## config.mk

```make
export PLATFORM = sky130hd
export DESIGN_NAME = multicycle_controller
export DESIGN_NICKNAME = d
export VERILOG_FILES = /design/src/rtl/riscv_ctrl_pkg.sv /design/src/rtl/alu_decoder.sv /design/src/rtl/multicycle_controller.sv
export SDC_FILE = /design/constraint.sdc
export NUM_CORES = 1
export LEC_CHECK = 0
export CAP_MARGIN = 25
export CORE_MARGIN = 5
export CORE_UTILIZATION = 45
export CTS_CLUSTER_DIAMETER = 40
export CTS_CLUSTER_SIZE = 8
export DETAILED_ROUTE_END_ITERATION = 7
export DONT_BUFFER_PORTS = 1
export PLACE_DENSITY = 0.71
export RECOVER_POWER = 100
export SYNTH_ARGS = -nofsm -noshare
export SYNTH_HDL_FRONTEND = slang
export SYNTH_SLANG_ARGS = --single-unit
export TNS_END_PERCENT = 5
```

## constraint.sdc

```tcl
create_clock -name clk -period 3.4 [get_ports clk]
set_clock_uncertainty 0.15 [all_clocks]
set_input_delay 0.68 -clock clk [delete_from_list [all_inputs] [get_ports clk]]
set_output_delay 0.68 -clock clk [all_outputs]
set_load 0.005 [all_outputs]
```

## src/rtl/riscv_ctrl_pkg.sv

```systemverilog
// Shared encodings for the multi-cycle RV32I control path: FSM states,
// opcodes, ALU operation classes, ALU controls, immediate types and
// datapath mux selects.
package riscv_ctrl_pkg;

    typedef enum logic [3:0] {
        S_FETCH    = 4'd0,
        S_DECODE   = 4'd1,
        S_MEMADR   = 4'd2,
        S_MEMREAD  = 4'd3,
        S_MEMWB    = 4'd4,
        S_MEMWRITE = 4'd5,
        S_EXECUTER = 4'd6,
        S_ALUWB    = 4'd7,
        S_EXECUTEI = 4'd8,
        S_JAL      = 4'd9,
        S_BEQ      = 4'd10,
        S_TRAP     = 4'd11
    } state_t;

    localparam logic [6:0] OP_LOAD  = 7'b0000011;
    localparam logic [6:0] OP_STORE = 7'b0100011;
    localparam logic [6:0] OP_RTYPE = 7'b0110011;
    localparam logic [6:0] OP_ITYPE = 7'b0010011;
    localparam logic [6:0] OP_JAL   = 7'b1101111;
    localparam logic [6:0] OP_BEQ   = 7'b1100011;

    localparam logic [1:0] ALUOP_ADD   = 2'b00;
    localparam logic [1:0] ALUOP_SUB   = 2'b01;
    localparam logic [1:0] ALUOP_FUNCT = 2'b10;

    localparam logic [2:0] ALUC_ADD = 3'b000;
    localparam logic [2:0] ALUC_SUB = 3'b001;
    localparam logic [2:0] ALUC_AND = 3'b010;
    localparam logic [2:0] ALUC_OR  = 3'b011;
    localparam logic [2:0] ALUC_SLT = 3'b101;

    localparam logic [1:0] IMM_I = 2'b00;
    localparam logic [1:0] IMM_S = 2'b01;
    localparam logic [1:0] IMM_B = 2'b10;
    localparam logic [1:0] IMM_J = 2'b11;

    localparam logic [1:0] RES_ALUOUT    = 2'b00;
    localparam logic [1:0] RES_DATA      = 2'b01;
    localparam logic [1:0] RES_ALURESULT = 2'b10;

    localparam logic [1:0] SRCA_PC    = 2'b00;
    localparam logic [1:0] SRCA_OLDPC = 2'b01;
    localparam logic [1:0] SRCA_RS1   = 2'b10;

    localparam logic [1:0] SRCB_RS2  = 2'b00;
    localparam logic [1:0] SRCB_IMM  = 2'b01;
    localparam logic [1:0] SRCB_FOUR = 2'b10;

endpackage

```

## src/rtl/alu_decoder.sv

```systemverilog
// Maps the FSM's ALU operation class plus instruction fields onto the
// shared ALU's control code. Unsupported funct3 values fall back to add.
module alu_decoder
    import riscv_ctrl_pkg::*;
(
    input  logic [1:0] alu_op,
    input  logic [2:0] funct3,
    input  logic       op5,
    input  logic       funct7b5,
    output logic [2:0] alu_control
);

    // ALU control decode
    always_comb begin
        alu_control = ALUC_ADD;
        case (alu_op)
            ALUOP_ADD: alu_control = ALUC_ADD;
            ALUOP_SUB: alu_control = ALUC_SUB;
            ALUOP_FUNCT: begin
                case (funct3)
                    3'b000:  alu_control = (op5 & funct7b5) ? ALUC_SUB : ALUC_ADD;
                    3'b010:  alu_control = ALUC_SLT;
                    3'b110:  alu_control = ALUC_OR;
                    3'b111:  alu_control = ALUC_AND;
                    default: alu_control = ALUC_ADD;
                endcase
            end
            default: alu_control = ALUC_ADD;
        endcase
    end

endmodule

```

## src/rtl/multicycle_controller.sv

```systemverilog
// Main control FSM for the multi-cycle RV32I core: sequences fetch,
// decode, address, memory, execute and writeback over a shared ALU and a
// unified memory, stalling on mem_ready.
module multicycle_controller
    import riscv_ctrl_pkg::*;
#(
    parameter bit HALT_ON_ILLEGAL = 1'b1
) (
    input  logic       clk,
    input  logic       reset,
    input  logic [6:0] op,
    input  logic [2:0] funct3,
    input  logic       funct7b5,
    input  logic       zero,
    input  logic       mem_ready,
    output logic       PCWrite,
    output logic       AdrSrc,
    output logic       IRWrite,
    output logic       MemWrite,
    output logic       RegWrite,
    output logic [1:0] ResultSrc,
    output logic [1:0] ALUSrcA,
    output logic [1:0] ALUSrcB,
    output logic [1:0] ImmSrc,
    output logic [2:0] ALUControl,
    output logic       retire,
    output logic       illegal,
    output logic [3:0] state_dbg
);

    state_t     state;
    logic       pc_update;
    logic       branch;
    logic       ir_write;
    logic       reg_write;
    logic       mem_write;
    logic       retire_c;
    logic       illegal_c;
    logic [1:0] alu_op;

    // State sequencing; undefined encodings fall back to FETCH
    always_ff @(posedge clk or negedge reset) begin
        if (!reset) begin
            state <= S_FETCH;
        end else begin
            case (state)
                S_FETCH:    if (mem_ready) state <= S_DECODE;
                S_DECODE: begin
                    case (op)
                        OP_LOAD, OP_STORE: state <= S_MEMADR;
                        OP_RTYPE:          state <= S_EXECUTER;
                        OP_ITYPE:          state <= S_EXECUTEI;
                        OP_JAL:            state <= S_JAL;
                        OP_BEQ:            state <= S_BEQ;
                        default:           state <= S_TRAP;
                    endcase
                end
                S_MEMADR:   state <= op[5] ? S_MEMWRITE : S_MEMREAD;
                S_MEMREAD:  if (mem_ready) state <= S_MEMWB;
                S_MEMWB:    state <= S_FETCH;
                S_MEMWRITE: if (mem_ready) state <= S_FETCH;
                S_EXECUTER: state <= S_ALUWB;
                S_EXECUTEI: state <= S_ALUWB;
                S_ALUWB:    state <= S_FETCH;
                S_JAL:      state <= S_ALUWB;
                S_BEQ:      state <= S_FETCH;
                S_TRAP:     if (!HALT_ON_ILLEGAL) state <= S_FETCH;
                default:    state <= S_FETCH;
            endcase
        end
    end

    // Per-state datapath controls; anything not set for a state stays 0
    always_comb begin
        pc_update = 1'b0;
        branch    = 1'b0;
        ir_write  = 1'b0;
        reg_write = 1'b0;
        mem_write = 1'b0;
        retire_c  = 1'b0;
        illegal_c = 1'b0;
        AdrSrc    = 1'b0;
        ResultSrc = RES_ALUOUT;
        ALUSrcA   = SRCA_PC;
        ALUSrcB   = SRCB_RS2;
        alu_op    = ALUOP_ADD;
        case (state)
            S_FETCH: begin
                ALUSrcB   = SRCB_FOUR;
                ResultSrc = RES_ALURESULT;
                ir_write  = mem_ready;
                pc_update = mem_ready;
            end
            S_DECODE: begin
                ALUSrcA = SRCA_OLDPC;
                ALUSrcB = SRCB_IMM;
            end
            S_MEMADR: begin
                ALUSrcA = SRCA_RS1;
                ALUSrcB = SRCB_IMM;
            end
            S_MEMREAD: begin
                AdrSrc = 1'b1;
            end
            S_MEMWB: begin
                ResultSrc = RES_DATA;
                reg_write = 1'b1;
                retire_c  = 1'b1;
            end
            S_MEMWRITE: begin
                AdrSrc    = 1'b1;
                mem_write = 1'b1;
                retire_c  = mem_ready;
            end
            S_EXECUTER: begin
                ALUSrcA = SRCA_RS1;
                alu_op  = ALUOP_FUNCT;
            end
            S_EXECUTEI: begin
                ALUSrcA = SRCA_RS1;
                ALUSrcB = SRCB_IMM;
                alu_op  = ALUOP_FUNCT;
            end
            S_ALUWB: begin
                reg_write = 1'b1;
                retire_c  = 1'b1;
            end
            S_JAL: begin
                ALUSrcA   = SRCA_OLDPC;
                ALUSrcB   = SRCB_FOUR;
                pc_update = 1'b1;
            end
            S_BEQ: begin
                ALUSrcA  = SRCA_RS1;
                alu_op   = ALUOP_SUB;
                branch   = 1'b1;
                retire_c = 1'b1;
            end
            S_TRAP: begin
                illegal_c = 1'b1;
            end
            default: ;
        endcase
    end

    // Immediate format follows the opcode directly, independent of state
    always_comb begin
        case (op)
            OP_LOAD, OP_ITYPE: ImmSrc = IMM_I;
            OP_STORE:          ImmSrc = IMM_S;
            OP_BEQ:            ImmSrc = IMM_B;
            OP_JAL:            ImmSrc = IMM_J;
            default:           ImmSrc = IMM_I;
        endcase
    end

    // Strobes are gated by reset so they drop the moment reset asserts
    assign PCWrite   = reset & (pc_update | (branch & zero));
    assign IRWrite   = reset & ir_write;
    assign RegWrite  = reset & reg_write;
    assign MemWrite  = reset & mem_write;
    assign retire    = reset & retire_c;
    assign illegal   = reset & illegal_c;
    assign state_dbg = state;

    alu_decoder u_alu_decoder (
        .alu_op      (alu_op),
        .funct3      (funct3),
        .op5         (op[5]),
        .funct7b5    (funct7b5),
        .alu_control (ALUControl)
    );

endmodule

```

==> impl_results.md, run 1 <==
- Outcome: completed
- Area grow syn2layout: 4.78%
- CP Capture Type: output pin
- Initial antenna violation count: 0
- Core Footprint: 1330 sq um
- Max FFs per register: 4
- Setup TNS: 0 ns
- FILL cells: 138
- Cell variety after synth: 41
- Cell Rows: 13
- Max cap viols: 0
- Critical path class: reg2out
- Buffers & Inverters on Critical Path: 0
- Post-cts hold buffer count: 1
- Yosys top cell area share: 0.153
- Switch share: 0.547
- CP top delay family: simple AND/OR/NAND/NOR gates
- Seq pwr share: 0.277
- Cell count after synthesis: 97
- PD cells: 753 nW/um^2
- Most frequent cells in the layout: nor2_1, a21oi_1, nand2_1, inv_1, nor3_1
- Slew margin rel.: 0.471
- Overflow after GRT: 0
- WL final: 1760 um
- CTS buffer count: 3
- Crit start category: flip-flop
- Hold Slack: 0.534 ns
- Largest net degree at the start of global routing: 22
- Synth area leader: dfrtp_1
- RSZ-0062 raised after global routing: no
- H-tree depth: 1
- Setup Fix Bufs, Post-CTS: 0
- Reg clk slew, reported paths: 0.04 ns
- Switching power: 0.283 mW
- Area of the multi-input gates: 497 sq um
- PortBufs: 0
- Leakage: 0.270 nW
- Vias in the first global route: 670
- Synth Area in Compound Gates: 0.298
- Final Cycle Share: 0.830
- Post-detail-place hpwl: 1350 um
- Sink Count: 4
- Sequential share of the synthesized area: 0.153
- Worst Path Arrival: 1.99 ns
- Mapped Avg Cell Area: 6.75 sq um
- # diodes: 0
- Comb pwr share: 0.613
- Global-route wire length before repair: 2790 um
- Die Width: 48.1 um
- Multiplexer share of the synthesized area: 0
- Worst EP required: 2.57 ns
- Worst hold path class: in2reg
- Clk buf depth: 2
- Post-synthesis xor/xnor area fraction: 0.0268
- Post-Synth Adder-Cell Area: 0.0382
- Initial DRC Count: 16
- DR pass1 iterations: 4
- Maximum clock frequency: 354 MHz
- Fin crit period: 2.82 ns
- Initial core utilization: 0.491
- Register bit total from synthesis: 4
- # IOs: 37
- Pint: 0.234 mW
- Register area: 100 sq um
- WL/cell: 15.9 um
- Die ar.: 2320 sq um
- Tot GR Track Use: 0.163
- Nets: 115
- Yosys warnings: 0
- Via count: 714
- Ratio of cells with drive above 1 in the final layout: 0.0833
- Synth area leaders: dfrtp_1, a21oi_1, nor2_1
- Clk root buf: clkbuf_4
- Commonest non-fill, non-tap cell in the layout: nor2_1
- Clk pwr share: 0.110
- GPL Wtd Cong: 0.847
- VDD IR-drop max: 0.000258 V
- CP max stage cell: dfrtp_1
- CTS tree: done
- Cell area after synthesis: 654 sq um
- PostCTS Resize Cnt: 0
- Worst slew pin tran: 0.794 ns
- Syn nets: 114
- Insertion delay to the later sink of the worst-skew pair: 0.23 ns
- Crit Path Max Fanout: 19
- Crit-path cells: nor2_1 > nand2_1 > a21o_1 > ha_1 > nor3_1
- Finish-stage setup viols: 0
- Post-synthesis simple-gate area fraction: 0.396
- DRC errors left: 0
- Die height: 48.1 um
- Worst stage delay on the critical path: 0.60 ns
- Final Max Tran Viols: 0
- Vias per cell: 6.43
- Largest family of logic cells by synthesized area: simple AND/OR/NAND/NOR gates
- Hold Vio Cnt, Final: 0
- Routed Antenna Nets: 0
routing by layer:
metal / track usage / part of all wire
met1: 0.197 / 0.40
met3: 0.0554 / 0.12
met4: 0 / 0
met5: 0 / 0
met2: 0.296 / 0.47
final cells by class:
cell class              instances  share of cell area
repair buffers                  2              0.0201
well taps                      15              0.0274
multi-input cells              78               0.724
flip-flops and latches          4               0.146
clock buffers                   3              0.0328
inverters                       9              0.0493
logic make-up (layout without fill, tap and decap cells):
group / count (synthesis) / in the layout
DFF: 4 / 4
and+or+nand+nor: 46 / 46
xor gates and xnor gates: 2 / 2
adders and majority gates: 2 / 2
AOI/OAI and AO/OA: 28 / 28
buffers and inverters: 15 / 14
synth_stat cells:
cell and number:
clkbuf_1 3, nand3_1 3, dfrtp_1 4, a21o_1 1, nor2b_1 1, inv_1 8
or3_1 1, xor2_1 1, o41ai_2 1, a211oi_1 1, xnor2_1 1, a31oi_1 1
o311ai_1 1, and3_1 2, a31o_1 1, o21ai_0 3, buf_2 1, a21boi_0 1
nor4bb_1 1, a2111oi_0 1, nand4_1 1, a221oi_1 1, inv_2 1, or2_1 2
nand4bb_4 1, o22a_1 1, or3b_4 1, or2_2 1, nor3_1 6, buf_1 2
a21oi_1 10, ha_1 2, o21bai_1 1, o31ai_1 1, o32ai_1 1, nand4b_1 1
a211o_1 1, nand2b_1 5, nor2_1 12, o2111ai_1 1, nand2_1 8
per-stage QoR:
stage               power [mW]  worst slack, ns  instances   util  instance area (sq um)
finish                   0.517            0.578        111  0.514                    686
CTS                      0.526            0.580        111  0.517                    689
global placement         0.463            0.867        107  0.492                    657
global route             0.574            0.427        111  0.514                    686
detailed placement       0.464            0.837        107  0.492                    657
floorplan                0.400            0.968         97      -                    654
worst register-to-register path: cells and delay by family, from the launching register on:
kind,cells,cell delay (ns)
AND/OR/NAND/NOR,1,0.36
flip-flops,1,0.35
AO/OA/AOI/OAI,3,0.37
buffers and inverters,1,0.61
final timing paths:
| kind | start | endpoint | slack [ns] | cells past startpoint |
|---|---|---|---|---|
| max | state_dbg[2] | ALUControl[1] | 0.58 | 5 |
| min | mem_ready | state_dbg[2] | 0.53 | 3 |
| max reg2reg | state_dbg[0] | state_dbg[0] | 1.45 | 5 |
| min reg2reg | state_dbg[3] | state_dbg[2] | 0.66 | 1 |
| max in group asynchronous | reset | state_dbg[0] | 2.37 | 1 |
| min in group asynchronous | reset | state_dbg[3] | 0.57 | 1 |
power groups by stage:
stage / Sequential (mW) / Combinational (mW) / Clock [mW]
2_1_floorplan: 0.0926 / 0.308 / 0
3_3_place_gp: 0.141 / 0.322 / 0
3_5_place_dp: 0.142 / 0.322 / 0
4_1_cts: 0.141 / 0.326 / 0.0594
5_1_grt: 0.150 / 0.363 / 0.0619
6_report: 0.143 / 0.317 / 0.0568
No activity file was read; power rests on OpenSTA's default activity.
==> inputs of run 2 (changes only) <==
- PLACE_DENSITY: 0.71 -> 0.73
- clock period: 3.4 -> 2.53 ns (I/O delays scaled with it)
==> run 2 against run 1 <==
Design area rose by 4.6%. Cell count is 2.7% higher. Non-clock buffer count rose by 3. Total power up 43%. Setup slack got worse by 0.44 ns. Largest cell class unchanged. Sequential cell count did not move. Register-to-register slack got worse by 0.69 ns. Largest power group unchanged. Combinational power is 59% higher. Hold slack worse by 0.19 ns. Via count increased by 0.14%.
==> impl_results.md, run 2 (synthesized netlist as in run 1, its figures left out) <==
- Switching power: 0.392 mW (+39%)
- Worst hold path class: in2reg
- WHS Path Cells: 2 (-1)
- Core Footprint: 1330 sq um (unchanged)
- Worst slew pin tran: 0.590 ns (-0.204 ns)
- Power, Total: 0.738 mW (+43%)
- Reg2reg end: state_dbg[0]
- # IOs: 37 (unchanged)
- Most frequent cells in the layout: nor2_1, a21oi_1, nand2_1, inv_1
- Cell Rows: 13 (unchanged)
- Crit-path cells: nor2_1 > a221oi_1 > a2111oi_0
- Critical path class: reg2out
- Fin crit period: 2.39 ns
- Die ar.: 2320 sq um (unchanged)
- RSZ-0062 raised after global routing: no
- Via count: 715 (+0.14%)
- CP max stage cell: a2111oi_0
- Insertion delay to the later sink of the worst-skew pair: 0.23 ns (about the same)
- Initial antenna violation count: 0 (unchanged)
- VDD IR-drop max: 0.000443 V (+72%)
- Final Cycle Share: 0.944
- Max cap viols: 0 (unchanged)
- Global-route wire length before repair: 2860 um (+2.2%)
- CTS tree: done
- Outcome: completed
- GPL Wtd Cong: 0.865 (+2.2%)
- Sink Count: 4 (unchanged)
- Clk root buf: clkbuf_4
- Maximum clock frequency: 419 MHz
- Die Width: 48.1 um (unchanged)
- Post-detail-place hpwl: 1460 um (+8.2%)
- PortBufs: 0 (unchanged)
- Overflow after GRT: 0 (unchanged)
- Worst EP required: 1.87 ns (-0.70 ns)
- Hold Vio Cnt, Final: 0 (unchanged)
- Worst setup margin: 0.143 ns (-0.435 ns)
- Vias per cell: 6.27 (-2.5%)
- Final Max Tran Viols: 0 (unchanged)
- Vias in the first global route: 666 (-0.60%)
- CTS buffer count: 3 (unchanged)
- Pint: 0.347 mW (+48%)
- Finish-stage setup viols: 0 (unchanged)
- DR pass1 iterations: 4 (unchanged)
- Area grow syn2layout: 9.56%
- Post-place setup slack: 0.321 ns (-0.516 ns)
- Worst R2R Path Depth: 5 (unchanged)
- WL/cell: 15.7 um (-0.97%)
- Dpl cells: 110 (+2.8%)
- Largest net degree at the start of global routing: 18 (-18%)
- Slew margin rel.: 0.597 (+0.126)
- Worst stage delay on the critical path: 0.56 ns (-0.04 ns)
- Crit start category: flip-flop
- CP Capture Type: output pin
- Worst Path Arrival: 1.73 ns (-0.26 ns)
- FILL cells: 134 (-2.9%)
- DRC errors left: 0 (unchanged)
- Setup Fix Bufs, Post-CTS: 0 (unchanged)
- H-tree depth: 1 (unchanged)
- Reg-to-Reg Start: state_dbg[3]
- Setup TNS: 0 ns (unchanged)
- HP Start: op[5]
- Die height: 48.1 um (unchanged)
- Nets: 118 (+2.6%)
- WL final: 1790 um (+1.7%)
- Comb pwr share: 0.682 (+0.069)
- Clk buf depth: 2 (unchanged)
- Tot GR Track Use: 0.171 (+0.00816)
- Register area: 101 sq um (+1.2%)
- Crit Path Max Fanout: 9 (-10)
- Clk pwr share: 0.106 (-0.004)
- R2R Setup Slk: 0.76 ns (-0.69 ns)
- Initial DRC Count: 14 (-2)
- Area of the multi-input gates: 504 sq um (+1.5%)
- Final cell count without fillers: 114 (+2.7%)
- Ratio of cells with drive above 1 in the final layout: 0.141 (+0.0581)
- Max FFs per register: 4 (unchanged)
- # diodes: 0 (unchanged)
- Initial core utilization: 0.491 (unchanged)
- Switch share: 0.531 (-0.0164)
- Commonest non-fill, non-tap cell in the layout: nor2_1
- Reg clk slew, reported paths: 0.04 ns (about the same)
- End of the worst hold path: state_dbg[1]
- PD cells: 1030 nW/um^2 (+37%)
- Leakage: 0.286 nW (+5.7%)
- Seq pwr share: 0.212 (-0.065)
- Routed Antenna Nets: 0 (unchanged)
run 2: area by class of cell:
type	count	area share
multi-input combinational	78	0.703
sequential	4	0.141
timing repair buffer	5	0.0506
inverter	9	0.0471
clock buffer	3	0.0314
tap	15	0.0262
run 2: timing repair:
item,in CTS,in global routing
resized for setup,0,3
hold endpoints to repair,4,0
hold buffers,1,0
setup endpoints to repair,0,3
run 2: worst max path at each step:
stage,start,end,slack [ns],depth (start not counted)
detailed placement,state_dbg[3],ALUControl[1],0.32,4
global placement,state_dbg[3],ALUControl[1],0.36,4
global route,state_dbg[1],ALUControl[2],0.04,7
finish,state_dbg[3],PCWrite,0.14,3
floorplan,state_dbg[2],ALUControl[1],0.27,6
CTS,state_dbg[3],ALUControl[1],0.06,4
run 2: power by group through the flow:
stage / combinational [mW] / clock, mW / sequential (mW)
floorplan: 0.413 / 0 / 0.124
global placement: 0.501 / 0 / 0.150
detailed placement: 0.509 / 0 / 0.150
CTS: 0.513 / 0.0835 / 0.149
global route: 0.560 / 0.0931 / 0.166
finish: 0.503 / 0.0783 / 0.157
run 2: critical path: cells and delay by family (launching register included):
family / cells / cell delay [ns]
AOI/OAI and AO/OA: 2 / 0.70
DFF: 1 / 0.48
and+or+nand+nor: 1 / 0.31
run 2: stage by stage:
step | utilization | area [sq um] | hold slack (ns)
floorplan | - | 654 | 0.0604
global placement | 0.509 | 679 | 0.0606
detailed placement | 0.509 | 679 | 0.0606
CTS | 0.534 | 712 | 0.339
global route | 0.538 | 717 | 0.333
finish | 0.538 | 717 | 0.343
run 2: per-layer routing:
metal  wire length (um)  global-route usage  share of wire
met1                743               0.215           0.41
met2                809               0.269           0.45
met3                217              0.0738           0.12
met4                 21              0.0430          0.012
met5                  0                   0              0
